==> src/rtl/mr16_timer_n.sv <==
// mr16_timer_n: multi-channel prescaled down-counting timer with per-channel
// gating, one-shot mode and vectored, acknowledged interrupts.
module mr16_timer_n #(
  parameter int TIMER_WIDTH = 16,
  parameter int CHANNELS = 4,
  parameter int PRE_WIDTH = 8
) (
  input  logic                I_CLK,
  input  logic                I_RESET,
  input  logic [CHANNELS-1:0] I_GATE,
  input  logic                I_CS,
  input  logic                I_WR,
  input  logic [4:0]          I_A,
  input  logic [15:0]         I_D,
  output logic [15:0]         O_D,
  output logic                O_INT,
  output logic [2:0]          O_VEC,
  input  logic                I_IACK
);
  logic [TIMER_WIDTH-1:0] reload [CHANNELS];
  logic [TIMER_WIDTH-1:0] count [CHANNELS];
  logic [PRE_WIDTH-1:0] pcnt [CHANNELS];
  logic [PRE_WIDTH-1:0] pre [CHANNELS];
  logic [CHANNELS-1:0] irq, run, ien, oneshot, gateen;
  logic [CHANNELS-1:0] sel, qual, tick, term, set_irq, ack;
  logic [2:0] ch;
  logic [1:0] rsel;
  logic we;
  logic [TIMER_WIDTH-1:0] wd;
  assign ch = I_A[4:2];
  assign rsel = I_A[1:0];
  assign we = I_CS & I_WR;
  assign wd = I_D[TIMER_WIDTH-1:0];
  assign O_INT = |irq;
  always_comb begin
    O_VEC = '0;
    for (int i = CHANNELS - 1; i >= 0; i--)
      if (irq[i]) O_VEC = 3'(i);
  end
  // A COUNT write discards a coincident tick, so it also suppresses the terminal event.
  always_comb begin
    sel = '0;
    qual = '0;
    tick = '0;
    term = '0;
    set_irq = '0;
    ack = '0;
    for (int i = 0; i < CHANNELS; i++) begin
      sel[i] = we && ch == 3'(i);
      qual[i] = run[i] && (I_GATE[i] || !gateen[i]);
      tick[i] = qual[i] && pcnt[i] == pre[i];
      term[i] = tick[i] && count[i] == '0 && !(sel[i] && rsel == 2'd2);
      set_irq[i] = term[i] && ien[i];
      ack[i] = I_IACK && irq[i] && O_VEC == 3'(i);
    end
  end
  always_comb begin
    O_D = '0;
    for (int i = 0; i < CHANNELS; i++)
      if (ch == 3'(i))
        O_D = rsel == 2'd0 ? 16'(reload[i]) :
              rsel == 2'd1 ? 16'({pre[i], 2'b00, gateen[i], oneshot[i], 1'b0, ien[i], run[i], irq[i]}) :
              rsel == 2'd2 ? 16'(count[i]) : '0;
  end
  // Register writes take priority over counting, but never drop an interrupt.
  always_ff @(posedge I_CLK or posedge I_RESET) begin
    if (I_RESET) begin
      for (int i = 0; i < CHANNELS; i++) begin
        reload[i] <= '0;
        count[i] <= '0;
        pcnt[i] <= '0;
        pre[i] <= '0;
      end
      irq <= '0;
      run <= '0;
      ien <= '0;
      oneshot <= '0;
      gateen <= '0;
    end else begin
      for (int i = 0; i < CHANNELS; i++) begin
        if (sel[i] && rsel == 2'd0) reload[i] <= wd;
        if (sel[i] && rsel == 2'd2) count[i] <= wd;
        else if (sel[i] && rsel == 2'd1 && I_D[3]) count[i] <= reload[i];
        else if (tick[i]) count[i] <= count[i] == '0 ? reload[i] : count[i] - TIMER_WIDTH'(1);
        if (sel[i] && rsel == 2'd1 && (I_D[3] || (I_D[1] && !run[i]))) pcnt[i] <= '0;
        else if (qual[i]) pcnt[i] <= tick[i] ? '0 : pcnt[i] + PRE_WIDTH'(1);
        if (sel[i] && rsel == 2'd1) begin
          irq[i] <= I_D[0] | set_irq[i];
          run[i] <= I_D[1];
          ien[i] <= I_D[2];
          oneshot[i] <= I_D[4];
          gateen[i] <= I_D[5];
          pre[i] <= I_D[8 +: PRE_WIDTH];
        end else begin
          irq[i] <= set_irq[i] | (irq[i] & ~ack[i]);
          if (term[i] && oneshot[i]) run[i] <= 1'b0;
        end
      end
    end
  end
endmodule
==> config.mk <==
export PLATFORM = sky130hd
export DESIGN_NAME = mr16_timer_n
export DESIGN_NICKNAME = d
export VERILOG_FILES = /design/src/rtl/mr16_timer_n.sv
export SDC_FILE = /design/constraint.sdc
export NUM_CORES = 1
export LEC_CHECK = 0
export BUFFER_PORTS_ARGS = -buffer_cell sky130_fd_sc_hd__buf_2
export CAP_MARGIN = 30
export CORE_MARGIN = 2
export CORE_UTILIZATION = 35
export DETAILED_ROUTE_END_ITERATION = 7
export SYNTH_ARGS = -nofsm -noshare
export SYNTH_HDL_FRONTEND = slang
export SYNTH_SLANG_ARGS = --single-unit
==> constraint.sdc <==
create_clock -name I_CLK -period 6.25 [get_ports I_CLK]
set_input_delay 0 -clock I_CLK [delete_from_list [all_inputs] [get_ports I_CLK]]
set_output_delay 0 -clock I_CLK [all_outputs]
set_load 0.02 [all_outputs]
==> results.py, run 1 <==
metrics = {
    "power_and_ir_drop": {
        "cellPowerDensity_mw_per_mm2": 361.1,
        "power_frac_comb_pct": 31.4,
        "seqPwrFrac_pct": 41.2,
        "pwr-share-clk_pct": 27.4,
        "power_leakage_uw": 0.006635,
        "peakVddDrop_v": 0.0001463,
        "p_sw_share_pct": 37.17,
        "switchingPower_uw": 2018,
        "p_int_uw": 3411,
    },
    "yosys": {
        "synth_seq_area_share_pct": 39.91,
        "avgSynthCellArea_um2": 9.427,
        "synth_fp_nets": 1452,
        "yosysTopAreaCell": "dfrtp_1",
        "synth_area_mm2": 0.01329,
        "synth.area.mux_share_pct": 16.75,
        "synth_common_cells": "dfrtp_1, nor2_1, nand2_1, mux2_2, mux2i_1",
        "syn-instance-count": 1410,
        "synth_top_area_share_pct": 39.91,
        "synth_compound_area_share_pct": 14.37,
        "yosysUniqueCellTypes": 78,
        "synthFlopType": "dfrtp_1",
        "synth.most_common_cell": "dfrtp_1",
        "synth_top_family_by_area": "simple AND/OR/NAND/NOR gates",
        "yosysWarnings": 0,
        "synth_xor_area_share_pct": 5.865,
        "synthArstFlopShare_pct": 100.0,
        "synthSimpleGateAreaFrac_pct": 17.85,
        "synth_area_leaders": "dfrtp_1, mux2_2, mux2i_1, nor2_1, nand2_1",
        "synth_edf_count": 0,
        "synthAdderAreaFrac_pct": 1.130,
        "ys_ff_latch": 212,
    },
    "floorplanning": {
        "start_util_pct": 35.45,
        "die_w_um": 198.9,
        "num_rows": 71,
        "num_io_pins": 50,
        "die_area_mm2": 0.03955,
        "core_area_mm2": 0.03749,
        "fp.dieH_um": 198.9,
    },
    "placement": {
        "io_buffers": 48,
        "placed_cell_area_mm2": 0.01390,
        "dp_hpwl_mm": 28.07,
        "dpl_worst_slack_ns": 3.241,
        "gp_congestion": 0.8985,
    },
    "finish": {
        "fill_cells": 3737,
        "utilization_pct": 40.11,
        "area_growth_pct": 13.13,
        "final_area_mm2": 0.01504,
        "antenna_cells": 0,
        "layout.area.seq_mm2": 0.005305,
        "drive_above_1_share_pct": 17.87,
        "final_nets": 1471,
        "multi_input_area_mm2": 0.007448,
    },
    "drt": {
        "drt_iter0_markers": 957,
        "vias_per_cell": 5.673,
        "final_antenna_net_count": 0,
        "drc": 0,
        "firstDrtPassIters": 7,
        "finalWirelength_mm": 40.85,
        "num_vias": 11119,
        "wl_per_cell_um": 20.84,
    },
    "critical_path": {
        "r2r_cells": 6,
        "critPathCapture": "count[5]$_DFFE_PP0P_",
        "critical_path_class": "flop to flop",
        "worstPathRequired_ns": 6.64,
        "r2r_setup_slack_ns": 3.25,
        "cp-end-kind": "flop",
        "critical_path.max_fanout": 23,
        "cp-startpoint": "pre[0]$_DFFE_PP0N_",
        "cp.arrival_ns": 3.39,
        "reg2reg_to": "count[5]$_DFFE_PP0P_",
        "worstReg2RegStart": "pre[0]$_DFFE_PP0N_",
        "worstSetupStartpointType": "flop",
    },
    "timing": {
        "min_period_ns": 3.001,
        "maxSlewHeadroom_pct": 32.50,
        "maxSlewViolCount": 0,
        "rsz0062_at_grt": "false",
        "hold_slack_ns": 0.006926,
        "hold_viol": 0,
        "finalCritPeriodShare_pct": 48.01,
        "worst_slew_pin_slew_ns": 1.005,
        "fmax_mhz": 333.3,
        "skew_ns": 0.01415,
        "setup_viol": 0,
        "setup-tns-final_ns": 0,
        "worst_slack_ns": 3.249,
    },
    "clock_network": {
        "cts_tree": "done",
        "clock_path_buffers": 3,
        "cts-root-buf": "clkbuf_16",
        "htree_levels": 1,
        "cts.clk_slew.worst_paths_ns": 0.06,
        "clk_latency_ns": 0.54,
        "clock_sinks": 212,
        "cts_made_buffers": 26,
    },
    "global_routing": {
        "grtUsageTotal_pct": 20.68,
        "grt_pass1_wl_mm": 63.23,
        "grt_max_degree": 101,
        "grt_pass1_vias": 10532,
        "antenna_found_initial": 1,
        "globalRoute.totalOverflow": 0,
    },
    "outcome": {
        "status": "finished, final reports clean",
    },
    "run": {
        "cap_violations": 0,
    },
    "worst_hold_path": {
        "hold_path_class": "input pin to flop",
    },
}
[cell usage in the layout (no fill, tap or decap), types with 27 or more instances in the layout]
master	count
dfrtp_1	212
nor2_1	156
nand2_1	125
mux2_2	115
mux2i_1	84
a21oi_1	76
o21ai_0	53
xor2_1	51
buf_2	47
xnor2_1	38
inv_1	35
nand3_1	34
clkbuf_16	27
[how the worst min path moves through the flow]
stage	cells past startpoint	to	slack (ns)	from
after floorplan	2	count[54]$_DFFE_PP0P_	0.12	I_D[6]
after global placement	2	reload[53]$_DFFE_PP0P_	0.19	I_RESET
after detailed placement	2	reload[53]$_DFFE_PP0P_	0.20	I_RESET
after CTS	4	count[16]$_DFFE_PP0P_	0.002	I_A[2]
after global routing	4	count[16]$_DFFE_PP0P_	0.05	I_A[2]
final	4	count[16]$_DFFE_PP0P_	0.007	I_A[2]
[cell families after synthesis]
family                     count (synthesis)
and+or+nand+nor                          474
AOI/OAI and AO/OA                        286
DFF                                      212
muxes                                    205
buffers and inverters                    131
xor gates and xnor gates                  89
adders and majority gates                 12
other                                      1
[layer usage]
| layer | up-vias | global-route usage, % | share of wire (%) |
|---|---|---|---|
| li1 | 5119 | - | - |
| met1 | 5529 | 28.15 | 44 |
| met2 | 387 | 32.57 | 45 |
| met3 | 84 | 3.764 | 7.2 |
| met4 | 0 | 8.015 | 4.0 |
| met5 | - | 0 | 0 |
[repair_timing]
action,CTS,global route
resized for setup,0,0
buffers inserted,0,0
hold buffers,22,0
hold endpoints to repair,167,0
[final cells by class]
type	instances	share of cell area (%)
multi-input cells	1067	49.53
well taps	511	4.252
clock inverters	8	0.3079
repair buffers	86	4.327
flip-flops and latches	212	35.28
clock buffers	40	5.350
inverters	36	0.9486
[metrics by stage]
| step | instances | total power [uW] |
|---|---|---|
| after floorplan | 1410 | 3456 |
| after global routing | 1960 | 5758 |
| after CTS | 1957 | 5434 |
| after detailed placement | 1887 | 3916 |
| after global placement | 1882 | 3874 |
| final | 1960 | 5430 |
[critical path: stages, from the launching register on]
cell,delay (ns)
dfrtp_1,0.45
xor2_1,0.17
nor4_1,0.28
nand3_1,0.69
o21ai_2,0.60
and2_1,0.48
a221oi_1,0.17
[registers in the layout, indices dropped and copies added (netlist names), 32 cells and up]
name    flops
count      64
reload     64
pcnt       32
pre        32
[power groups by stage]
stage	clock network [uW]	registers, uW	logic (uW)
detailed placement	0	2240	1670
finish	1490	2240	1700
global placement	0	2230	1640
global route	1570	2290	1890
floorplan	0	2040	1410
CTS	1520	2220	1690
Power figures use the tool's default switching activity.
==> run 2, diff against run 1 <==
Settings changed: ABC_AREA from default to 1.
Clock period 6.25 ns to 2.65 ns, I/O delays scaled along.
==> results.py, run 2 <==
metrics = {
    "drt": {
        "num_vias": 14628,
        "wl_per_cell_um": 19.54,
        "vias_per_cell": 5.440,
        "firstDrtPassIters": 6,
        "drc": 0,
        "drt_iter0_markers": 1630,
        "final_antenna_net_count": 0,
        "finalWirelength_mm": 52.55,
    },
    "floorplanning": {
        "num_rows": 72,
        "num_io_pins": 50,
        "fp.dieH_um": 202.9,
        "start_util_pct": 35.66,
        "die_w_um": 202.9,
        "core_area_mm2": 0.03883,
        "die_area_mm2": 0.04117,
    },
    "clock_network": {
        "cts-root-buf": "clkbuf_16",
        "clock_sinks": 212,
        "cts.clk_slew.worst_paths_ns": 0.06,
        "cts_tree": "done",
        "htree_levels": 1,
        "cts_made_buffers": 27,
        "postCtsSetupRepairBufs": 0,
        "clk_latency_ns": 0.56,
        "clock_path_buffers": 3,
    },
    "power_and_ir_drop": {
        "peakVddDrop_v": 0.0003790,
        "p_total_uw": 14730,
        "power_leakage_uw": 0.007855,
        "cellPowerDensity_mw_per_mm2": 927.7,
    },
    "yosys": {
        "synthFlopType": "dfrtp_1",
        "synth.most_common_cell": "nand2_1",
        "ys_ff_latch": 212,
        "synth_top_area_share_pct": 38.31,
        "synthArstFlopShare_pct": 100.0,
        "synth_area_mm2": 0.01385,
        "synth_edf_count": 0,
        "yosysTopAreaCell": "dfrtp_1",
        "yosysUniqueCellTypes": 36,
        "synth_area_leaders": "dfrtp_1, nand2_1, o21ai_0, inv_1, nand3_1",
        "synth_fp_nets": 2136,
        "synth_common_cells": "nand2_1, inv_1, dfrtp_1, o21ai_0, nor2_1",
        "synth_seq_area_share_pct": 38.31,
        "syn-instance-count": 2094,
        "avgSynthCellArea_um2": 6.613,
        "yosysWarnings": 0,
    },
    "finish": {
        "antenna_cells": 0,
        "multi_input_area_mm2": 0.007216,
        "area_growth_pct": 14.70,
        "layout.area.seq_mm2": 0.005305,
        "final_nets": 2196,
        "final_area_mm2": 0.01588,
        "layout_common_cells": "nand2_1, inv_1, dfrtp_1, o21ai_0, nor2_1",
        "layout_commonest_cell": "nand2_1",
        "top_regs": "count x64, reload x64",
        "fill_cells": 4097,
        "drive_above_1_share_pct": 7.738,
    },
    "timing": {
        "skew_ns": 0.01757,
        "maxSlewHeadroom_pct": 40.45,
        "maxSlewViolCount": 0,
        "worst_slack_ns": 0.1473,
        "finalCritPeriodShare_pct": 94.44,
        "setup_viol": 0,
        "hold_viol": 0,
        "fmax_mhz": 399.6,
        "hold_slack_ns": 0.01239,
        "rsz0062_at_grt": "false",
        "min_period_ns": 2.503,
        "worst_slew_pin_slew_ns": 0.8911,
    },
    "global_routing": {
        "grt_max_degree": 50,
        "grtUsageTotal_pct": 25.50,
        "grt_pass1_vias": 13487,
        "antenna_found_initial": 1,
        "globalRoute.totalOverflow": 0,
        "grt_pass1_wl_mm": 81.05,
    },
    "worst_hold_path": {
        "hold_path_class": "input pin to flop",
        "hold_depth": 5,
        "min-delay-start": "I_WR",
        "min_to": "pre[9]$_DFFE_PP0N_",
    },
    "run": {
        "cap_violations": 0,
    },
    "outcome": {
        "status": "finished, final reports clean",
    },
    "placement": {
        "dp_hpwl_mm": 37.95,
        "dpl_worst_slack_ns": 0.4978,
        "placed_cell_area_mm2": 0.01477,
        "gp_congestion": 0.9439,
        "io_buffers": 48,
    },
    "critical_path": {
        "worstSetupStartpointType": "input pin",
        "critical_path.max_fanout": 26,
        "worstPathRequired_ns": 2.65,
        "reg2reg_to": "count[36]$_DFFE_PP0P_",
        "cp-end-kind": "output pin",
        "cp.arrival_ns": 2.50,
        "r2r_setup_slack_ns": 0.40,
        "critical_path_class": "input pin to output pin",
        "worstReg2RegStart": "run[1]$_DFFE_PP0P_",
        "r2r_cells": 9,
    },
}
==> run 2: cells by family after synthesis <==
group           Yosys count  share of synthesized area (%)
other cells               1                        0.02708
flops                   212                          38.31
xor+xnor                 42                          2.657
simple gates           1199                          36.87
compound gates          286                          11.46
fa+ha+maj                12                          1.084
buf+inv                 342                          9.596
==> run 2: area by class of cell <==
| type | count | share of cell area (%) |
|---|---|---|
| clock buffer | 39 | 4.790 |
| clock inverter | 7 | 0.6932 |
| inverter | 260 | 6.168 |
| multi-input combinational | 1540 | 45.43 |
| sequential | 212 | 33.40 |
| tap | 518 | 4.081 |
| timing repair buffer | 113 | 5.436 |
==> run 2: repair_timing <==
| item | in CTS | in global routing |
|---|---|---|
| endpoints found under the hold margin | 116 | 0 |
| resized for setup | 0 | 2 |
| setup endpoints to repair | 0 | 2 |
| hold buffers | 24 | 0 |
==> run 2: power by group <==
group / internal (uW) / leakage [uW] / switching, uW
registers: 4080 / 0.00275 / 1020
logic: 2100 / 0.00467 / 3820
clock network: 2260 / 0.000429 / 1460
total: 8440 / 0.00786 / 6300
==> run 2: worst max-delay path, cell delays in order <==
cell and delay [ns]:
dlygate4sd3_1 0.52, buf_2 0.13, inv_1 0.08, nand2_2 0.14
buf_4 0.34, o22ai_1 0.12, o21ai_0 0.60, nand4_1 0.31
buf_2 0.25
==> run 2: worst max-delay path by stage <==
stage,startpoint,end,slack [ns],cells past startpoint
finish,I_A[0],O_D[12],0.15,9
global route,I_A[0],O_D[14],0.13,9
floorplan,I_RESET,count[0]$_DFFE_PP0P_,-0.11,1
global placement,run[1]$_DFFE_PP0P_,count[38]$_DFFE_PP0P_,0.55,9
CTS,I_A[0],O_D[10],0.22,9
detailed placement,run[1]$_DFFE_PP0P_,count[38]$_DFFE_PP0P_,0.50,9
==> run 2: layer usage <==
layer | vias up | track usage (%) | wire length (um)
li1 | 6904 | - | -
met1 | 6917 | 35.69 | 22910
met2 | 691 | 38.81 | 22790
met3 | 114 | 5.120 | 4687
met4 | 2 | 9.567 | 2145
met5 | - | 0 | 7
==> run 2: metrics by stage <==
| step | TNS (ns) | instances | utilization [%] |
|---|---|---|---|
| finish | 0 | 2689 | 40.91 |
| global route | 0 | 2689 | 40.91 |
| CTS | 0 | 2689 | 40.91 |
| detailed placement | 0 | 2619 | 38.04 |
| global placement | 0 | 2619 | 38.04 |
| floorplan | -22.51 | 2094 | - |
==> run 3, diff against run 2 <==
Settings changed: CORE_UTILIZATION 35 to 30.
==> results.py, run 3 (synthesis results as in run 2) <==
metrics = {
    "outcome": {
        "status": "finished, final reports clean",
    },
    "finish": {
        "utilization_pct": 35.12,
        "layout.area.seq_mm2": 0.005305,
        "top_regs": "count x64, reload x64",
        "multi_input_area_mm2": 0.007216,
        "layout_common_cells": "nand2_1, inv_1, dfrtp_1, o21ai_0, nor2_1",
        "final_area_mm2": 0.01597,
        "area_growth_pct": 15.33,
        "stdcell_count": 2774,
        "layout_commonest_cell": "nand2_1",
        "drive_above_1_share_pct": 7.915,
        "fill_cells": 4965,
        "final_nets": 2197,
    },
    "power_and_ir_drop": {
        "power_leakage_uw": 0.007841,
        "p_sw_share_pct": 43.13,
        "switchingPower_uw": 6378,
        "p_int_uw": 8408,
        "peakVddDrop_v": 0.0005748,
        "cellPowerDensity_mw_per_mm2": 925.8,
        "pwr-share-clk_pct": 25.4,
        "seqPwrFrac_pct": 34.6,
        "power_frac_comb_pct": 40.0,
    },
    "floorplanning": {
        "num_io_pins": 50,
        "die_area_mm2": 0.04789,
        "start_util_pct": 30.45,
        "die_w_um": 218.8,
        "num_rows": 78,
        "fp.dieH_um": 218.8,
        "core_area_mm2": 0.04548,
    },
    "critical_path": {
        "critical_path.max_fanout": 4,
        "critical_path_class": "flop to output pin",
        "cpMostUsedCell": "o21ai_0",
        "cp.arrival_ns": 2.45,
        "critPathTopFamily": "compound AO/OA/AOI/OAI gates",
        "crit_path_max_incr_delay_ns": 0.61,
        "worstPathRequired_ns": 2.65,
        "cp.buffers_inverters": 2,
        "cp-end-kind": "output pin",
        "worstSetupStartpointType": "flop",
        "crit_chain": "inv_1 -> o21ai_0 -> o21ai_0 -> o2111ai_1 -> buf_2",
        "cpMaxStageDelayCell": "o21ai_0",
    },
    "clock_network": {
        "clk_latency_ns": 0.56,
        "clock_path_buffers": 3,
        "cts-hold-fix-buffers": 25,
        "cts-root-buf": "clkbuf_16",
        "cts_tree": "done",
        "htree_levels": 1,
        "clock_sinks": 212,
        "cts.clk_slew.worst_paths_ns": 0.06,
        "ctsResizeCount": 0,
        "postCtsSetupRepairBufs": 0,
        "cts_made_buffers": 26,
    },
    "placement": {
        "dp_hpwl_mm": 39.12,
        "placed_cell_area_mm2": 0.01484,
        "io_buffers": 48,
        "place_inst": 2702,
        "gp_congestion": 0.9526,
    },
    "timing": {
        "hold_viol": 0,
        "rsz0062_at_grt": "false",
        "finalCritPeriodShare_pct": 92.49,
        "worst_slew_pin_slew_ns": 0.9266,
        "skew_ns": 0.009680,
        "setup_viol": 0,
        "min_period_ns": 2.451,
        "fmax_mhz": 408.0,
        "setup-tns-final_ns": 0,
        "maxSlewViolCount": 0,
        "maxSlewHeadroom_pct": 38.08,
    },
    "global_routing": {
        "grt_pass1_vias": 13770,
        "grtUsageTotal_pct": 22.60,
        "grt_max_degree": 77,
        "globalRoute.totalOverflow": 0,
        "grt_pass1_wl_mm": 83.16,
        "antenna_found_initial": 3,
    },
    "drt": {
        "drc": 0,
        "finalWirelength_mm": 54.09,
        "firstDrtPassIters": 6,
        "num_vias": 14748,
        "wl_per_cell_um": 19.50,
        "vias_per_cell": 5.317,
        "final_antenna_net_count": 0,
        "drt_iter0_markers": 1909,
    },
    "run": {
        "cap_violations": 0,
    },
    "worst_hold_path": {
        "hold_path_class": "input pin to asynchronous set/reset pin",
    },
}
-- run 3: changes by cell type in the layout (fill, tap and decap cells not counted), sizes merged --
cell	delta
clkbuf	-4
clkinvlp	+3
buf	+1
clkinv	+1
diode	+1
dlygate4sd3	+1
-- run 3: power groups by stage --
stage                     logic, uW  clock network (uW)  registers, uW
after global routing           6790                3930           5210
final                          5920                3760           5110
after detailed placement       5800                   0           5130
after global placement         5740                   0           5110
after CTS                      5860                3790           5080
after floorplan                4440                   0           4790
-- run 3: layer usage --
layer  up-vias  GRT usage [%]  part of all wire [%]
met4         4          8.356                   4.2
met3       127          4.754                   8.4
met5         -              0                 0.050
met1      7077          31.51                    44
met2       646          34.32                    43
li1       6894              -                     -
-- run 3: path summary, 6_finish.rpt --
kind	start	end	slack, ns	cells after the start
max in group asynchronous	I_RESET	pre[22]$_DFFE_PP0N_	1.75	4
worst min-delay path	I_RESET	pcnt[9]$_DFFE_PP0P_	0.06	3
min in group I_CLK	I_A[3]	irq[2]$_DFF_PP0_	0.06	6
worst max-delay path	count[10]$_DFFE_PP0P_	O_D[10]	0.20	5
worst min register to register	reload[45]$_DFFE_PP0P_	reload[45]$_DFFE_PP0P_	0.48	2
worst max register to register	run[1]$_DFFE_PP0P_	count[35]$_DFFE_PP0P_	0.43	9
-- run 3: metrics by stage --
stage	power, uW	setup WS, ns	hold slack (ns)
floorplan	9222	-0.1062	0.1210
global placement	10850	0.5190	0.1014
detailed placement	10940	0.5045	0.1020
CTS	14740	0.3383	0.01118
global route	15940	0.1539	0.05253
finish	14790	0.1991	0.05724
-- run 3: layout make-up --
| class | count | area share (%) |
|---|---|---|
| antenna | 1 | 0.01567 |
| clock buffer | 35 | 4.607 |
| clock inverter | 11 | 0.8618 |
| inverter | 260 | 6.134 |
| multi-input combinational | 1540 | 45.18 |
| sequential | 212 | 33.22 |
| tap | 600 | 4.701 |
| timing repair buffer | 115 | 5.280 |
-- run 3: worst register-to-register path: stages, from the launching register on --
cell	delay [ns]
dfrtp_1	0.37
inv_1	0.09
a21oi_1	0.27
nand3_1	0.11
nor2_1	0.09
nand2_1	0.43
nand3_1	0.49
inv_1	0.13
nand2_1	0.08
nand2_1	0.05
